$ cat src/rtl/uart_pkg.sv
// Shared UART definitions: frame state encoding, parity modes and the parity helper.
// Used by both the transmitter and the receiver.
package uart_pkg;

    typedef enum logic [2:0] {
        ST_IDLE   = 3'd0,
        ST_START  = 3'd1,
        ST_DATA   = 3'd2,
        ST_PARITY = 3'd3,
        ST_STOP   = 3'd4
    } uart_state_t;

    localparam logic [1:0] PAR_NONE = 2'b00;
    localparam logic [1:0] PAR_EVEN = 2'b01;
    localparam logic [1:0] PAR_ODD  = 2'b10;

    localparam int MAX_DATA_BITS = 9;

    // Callers zero-extend narrower characters, which leaves the XOR unchanged.
    function automatic logic parity_bit(input logic [MAX_DATA_BITS-1:0] data,
                                        input logic [1:0] mode);
        return (mode == PAR_ODD) ? ~^data : ^data;
    endfunction

    function automatic logic parity_enabled(input logic [1:0] mode);
        return (mode == PAR_EVEN) || (mode == PAR_ODD);
    endfunction

endpackage

$ cat src/rtl/uart_tx_cfg.sv
// Configurable UART transmitter: start, DATA_BITS data bits LSB first, optional
// even/odd parity, one or two stop bits, paced by an external oversample tick.
module uart_tx_cfg
    import uart_pkg::*;
#(
    parameter int DATA_BITS  = 8,
    parameter int OVERSAMPLE = 16
) (
    input  logic                 i_clk,
    input  logic                 i_reset_n,
    input  logic                 i_tick,
    input  logic                 i_valid,
    input  logic [DATA_BITS-1:0] i_data,
    input  logic [1:0]           i_parity,
    input  logic                 i_stop2,
    output logic                 o_ready,
    output logic                 o_tx,
    output logic                 o_busy,
    output logic                 o_tx_done
);

    localparam int TW = $clog2(OVERSAMPLE);
    localparam int BW = $clog2(DATA_BITS + 1);
    localparam logic [TW-1:0] TICK_LAST = TW'(OVERSAMPLE - 1);
    localparam logic [BW-1:0] LAST_BIT  = BW'(DATA_BITS - 1);

    uart_state_t          state_reg, state_next;
    logic [TW-1:0]        tick_cnt_reg, tick_cnt_next;
    logic [BW-1:0]        bit_cnt_reg, bit_cnt_next;
    logic [DATA_BITS-1:0] shift_reg, shift_next;
    logic [1:0]           par_mode_reg, par_mode_next;
    logic                 par_bit_reg, par_bit_next;
    logic                 stop2_reg, stop2_next;
    logic                 tx_reg, tx_next;
    logic                 done_reg, done_next;

    logic                     bit_end;
    logic [MAX_DATA_BITS-1:0] data_ext;

    assign bit_end = i_tick && (tick_cnt_reg == TICK_LAST);

    always_comb begin
        data_ext = '0;
        data_ext[DATA_BITS-1:0] = i_data;
    end

    always_ff @(posedge i_clk or negedge i_reset_n) begin
        if (!i_reset_n) begin
            state_reg    <= ST_IDLE;
            tick_cnt_reg <= '0;
            bit_cnt_reg  <= '0;
            shift_reg    <= '0;
            par_mode_reg <= PAR_NONE;
            par_bit_reg  <= 1'b0;
            stop2_reg    <= 1'b0;
            tx_reg       <= 1'b1;
            done_reg     <= 1'b0;
        end else begin
            state_reg    <= state_next;
            tick_cnt_reg <= tick_cnt_next;
            bit_cnt_reg  <= bit_cnt_next;
            shift_reg    <= shift_next;
            par_mode_reg <= par_mode_next;
            par_bit_reg  <= par_bit_next;
            stop2_reg    <= stop2_next;
            tx_reg       <= tx_next;
            done_reg     <= done_next;
        end
    end

    always_comb begin
        state_next    = state_reg;
        tick_cnt_next = tick_cnt_reg;
        bit_cnt_next  = bit_cnt_reg;
        shift_next    = shift_reg;
        par_mode_next = par_mode_reg;
        par_bit_next  = par_bit_reg;
        stop2_next    = stop2_reg;
        done_next     = 1'b0;
        tx_next       = 1'b1;

        // Counter wraps explicitly so non-power-of-two OVERSAMPLE values work.
        if (i_tick) begin
            tick_cnt_next = bit_end ? '0 : tick_cnt_reg + 1'b1;
        end

        case (state_reg)
            ST_IDLE: begin
                // A tick in the handshake cycle must not count toward the start bit.
                tick_cnt_next = '0;
                if (i_valid) begin
                    shift_next    = i_data;
                    par_mode_next = i_parity;
                    par_bit_next  = parity_bit(data_ext, i_parity);
                    stop2_next    = i_stop2;
                    bit_cnt_next  = '0;
                    state_next    = ST_START;
                end
            end
            ST_START: begin
                if (bit_end) begin
                    state_next = ST_DATA;
                end
            end
            ST_DATA: begin
                if (bit_end) begin
                    shift_next = shift_reg >> 1;
                    if (bit_cnt_reg == LAST_BIT) begin
                        bit_cnt_next = '0;
                        state_next   = parity_enabled(par_mode_reg) ? ST_PARITY : ST_STOP;
                    end else begin
                        bit_cnt_next = bit_cnt_reg + 1'b1;
                    end
                end
            end
            ST_PARITY: begin
                if (bit_end) begin
                    state_next = ST_STOP;
                end
            end
            ST_STOP: begin
                if (bit_end) begin
                    if (stop2_reg && (bit_cnt_reg == '0)) begin
                        bit_cnt_next = BW'(1);
                    end else begin
                        bit_cnt_next = '0;
                        state_next   = ST_IDLE;
                        done_next    = 1'b1;
                    end
                end
            end
            default: begin
                tick_cnt_next = '0;
                state_next    = ST_IDLE;
            end
        endcase

        // Line level follows the state being entered, so o_tx moves with the state register.
        case (state_next)
            ST_START:  tx_next = 1'b0;
            ST_DATA:   tx_next = shift_next[0];
            ST_PARITY: tx_next = par_bit_next;
            default:   tx_next = 1'b1;
        endcase
    end

    assign o_tx      = tx_reg;
    assign o_tx_done = done_reg;
    assign o_ready   = (state_reg == ST_IDLE);
    assign o_busy    = (state_reg != ST_IDLE);

endmodule
$ cat config.mk
export PLATFORM = sky130hd
export DESIGN_NAME = uart_tx_cfg
export DESIGN_NICKNAME = d
export VERILOG_FILES = /design/src/rtl/uart_pkg.sv /design/src/rtl/uart_tx_cfg.sv
export SDC_FILE = /design/constraint.sdc
export NUM_CORES = 1
export LEC_CHECK = 0
export BUFFER_PORTS_ARGS = -buffer_cell sky130_fd_sc_hd__buf_4
export CORE_ASPECT_RATIO = 0.75
export CORE_MARGIN = 2
export CORE_UTILIZATION = 60
export DETAILED_ROUTE_END_ITERATION = 10
export PLACE_DENSITY = 0.93
export SETUP_SLACK_MARGIN = 0.2
export SLEW_MARGIN = 5
export SYNTH_ARGS = -nofsm -noshare
export SYNTH_HDL_FRONTEND = slang
export SYNTH_SLANG_ARGS = --single-unit
export TNS_END_PERCENT = 1
$ cat constraint.sdc
create_clock -name i_clk -period 4 [get_ports i_clk]
set_input_delay 0.6 -clock i_clk [delete_from_list [all_inputs] [get_ports i_clk]]
set_output_delay 0.6 -clock i_clk [all_outputs]
set_load 0.03 [all_outputs]
==> impl_results.md <==
- Core box area: 2080 sq um
- Post-synthesis average cell area: 9.82 sq um
- Ant. Diodes: 0
- Fin. max-slew vios: 0
- Final ANT Viol Nets: 0
- Max FFs per register: 8
- Area grow syn2layout: 10.9%
- CTS Sinks: 25
- Vias post-DR: 1123
- Sw frac: 0.392
- Status: completed
- Vias in the first global route: 1057
- H-Tree Level Count: 1
- Flop pwr share: 0.501
- CP endpoint kind: flop
- Net Count, Synth: 158
- Post-CTS Setup Bufs: 0
- Max Cap Viol: 0
- Initial Util: 0.660
- Full die area: 2690 sq um
- RSZ-0062 raised after global routing: no
- PostCTS Resize Cnt: 0
- Core Util, Final: 0.732
- Average wire per standard cell: 16.3 um
- Placed Cells: 175
- Final global-route overflow total: 0
- Setup crit start kind: flop
- Post-Layout Cell Count: 179
- Max FO, Critical Path: 15
- Mapped Area: 1380 sq um
- First-pass GRT wire length: 4790 um
- Clock power share: 0.120
- Sequential area share after synthesis: 0.456
- Crit share post-route: 0.595
- Chip Width: 59.3 um
- Skew-Pair Late Insertion Delay: 0.32 ns
- GRT Total Usage: 0.249
- Synth cell types: 47
- Min cycle time layout: 2.38 ns
- Dpl ws: 1.64 ns
- FFs w/ async S/R, synth: 1.00
- Post-DP Area: 1500 sq um
- Worst vdd ir: 0.000300 V
- Top post-synthesis cells by area: dfrtp_1 (44%), nand2_1 (6.0%), a222oi_1 (4.4%)
- Post-detail-place hpwl: 2140 um
- Gpl congestion: 0.757
- Least-Margin Pin Slew: 1.14 ns
- Pre-antenna DRT Iters: 4
- Critical path class: reg -> reg
- Critical Path Max Stage Delay: 1.04 ns
- Setup TNS: 0 ns
- Yosys top cell by area: dfrtp_1
- Mapped Cells: 140
- Worst slew margin: 0.240
- CTS Buf Count: 3
- Combinational Power Share: 0.379
- Setup ws final: 1.62 ns
- Top-area cell type share of the netlist area: 0.437
- Final WL: 2930 um
- DRC Markers: 0
- Clk root buf: clkbuf_4
- Vias per cell: 6.27
- Design Area, Final: 1530 sq um
- Share of layout cells above drive strength 1: 0.161
- CTS Hold Bufs: 0
- Hold Violations, Final: 0
- PwrDens: 602 nW/um^2
- Std cell rows: 14
- Post-synth EDFFs: 0
- Drt first-iter violations: 102
- WHS: 0.145 ns
- Fmax: 420 MHz
- Die height: 45.5 um
- HP Class: in -> async
- Critical path arrival: 2.61 ns
- Layout Skew: 0.0120 ns
- Clock tree buffer depth: 2
- IO Count: 19
- CTS clock-pin slew for the worst setup and hold paths: 0.13 ns
- Port Buf Inserts: 18
- Final setup viols: 0
- Worst path slowest cell: nor4b_2
- Final Power: 919 uW
- Psw: 360 uW
- Largest net degree at the start of global routing: 26
- Leakage: 0.736 nW
- CTS tree: yes
- Flop and latch count out of synthesis: 25
- Fin nets: 174
- WP data required: 4.23 ns
- Crit-path cells: nor4b_2, a32oi_1, o21ai_1, nor4_1, a221oi_1
- Antenna violations before repair: 0
- Warnings from Yosys: 0
- Cell internal pwr: 559 uW
- Most used DFF post-synth: dfrtp_1
[worst paths after layout]
| check | start | end | slack, ns | cells after the start |
|---|---|---|---|---|
| worst max-delay path | state_reg[0]$_DFF_PN0_ | o_tx$_DFF_PN1_ | 1.62 | 5 |
| worst min-delay path | i_reset_n | tick_cnt_reg[2]$_DFFE_PN0P_ | 0.14 | 1 |
| worst max register to register | state_reg[0]$_DFF_PN0_ | o_tx$_DFF_PN1_ | 1.62 | 5 |
| worst min register to register | bit_cnt_reg[3]$_DFFE_PN0P_ | bit_cnt_reg[3]$_DFFE_PN0P_ | 0.50 | 1 |
| max in group asynchronous | i_reset_n | o_tx$_DFF_PN1_ | 3.56 | 1 |
| min in group i_clk | i_parity[0] | par_mode_reg[0]$_DFFE_PN0P_ | 0.47 | 3 |
[cell usage in the layout, fill, tap and decap left out, types with 2 or more instances in the layout]
cell      Yosys  final
ha_1          3      3
nor2b_1       2      2
clkbuf_4      0      3
nand2b_1      2      2
o31ai_1       2      2
xor2_1        2      2
a222oi_1      6      6
a21oi_1       5      5
dfrtp_1      24     24
nor3_1        3      3
nand2_1      22     22
mux2i_1       3      3
nand4b_1      2      2
o21ai_0       5      5
or3_1         2      2
buf_4         1     18
inv_1        10     10
nor2_1        8      8
nor3b_1       2      2
xnor2_1       6      6
[synth_stat cells, drive strengths merged (3+ instances only)]
cell / instances
dfrtp: 24
nand2: 22
inv: 10
nor2: 9
a222oi: 6
o21ai: 6
xnor2: 6
a21oi: 5
buf: 4
clkbuf: 3
ha: 3
mux2i: 3
nor3: 3
[cell families after synthesis]
group                    after synthesis  synth area share
AO/OA/AOI/OAI                         28             0.149
multiplexers                           3            0.0218
flip-flops                            25             0.456
adder cells (fa/ha/maj)                3            0.0273
buffers and inverters                 17            0.0573
AND/OR/NAND/NOR                       55             0.221
XOR/XNOR                               9            0.0673
[layout make-up]
type                    instances  area (sq um)
fillers                       154           559
flip-flops and latches         25           627
clock buffers                   4          26.3
multi-input cells              98           669
repair buffers                 18           135
well taps                      24          30.0
inverters                      10          37.5
[per-layer routing]
| layer | up-vias | wire [um] | part of all wire | global-route usage |
|---|---|---|---|---|
| met5 | - | 0 | 0 | 0 |
| met4 | 0 | 31 | 0.011 | 0.0682 |
| met3 | 6 | 209 | 0.071 | 0.0710 |
| met2 | 51 | 1380 | 0.47 | 0.422 |
| met1 | 533 | 1300 | 0.45 | 0.315 |
| li1 | 533 | - | - | - |
[power by group through the flow]
stage | Combinational, mW | Sequential [mW] | Clock [mW]
final | 0.348 | 0.460 | 0.110
after global routing | 0.393 | 0.475 | 0.123
after CTS | 0.347 | 0.456 | 0.112
after detailed placement | 0.344 | 0.461 | 0
after global placement | 0.323 | 0.448 | 0
after floorplan | 0.269 | 0.434 | 0
[critical path, delay by kind of cell (launching register included)]
kind / cells / cell delay, ns
AO/OA/AOI/OAI: 3 / 0.59
flip-flops: 1 / 0.57
AND/OR/NAND/NOR: 2 / 1.12
No activity file was read; power rests on OpenSTA's default activity.
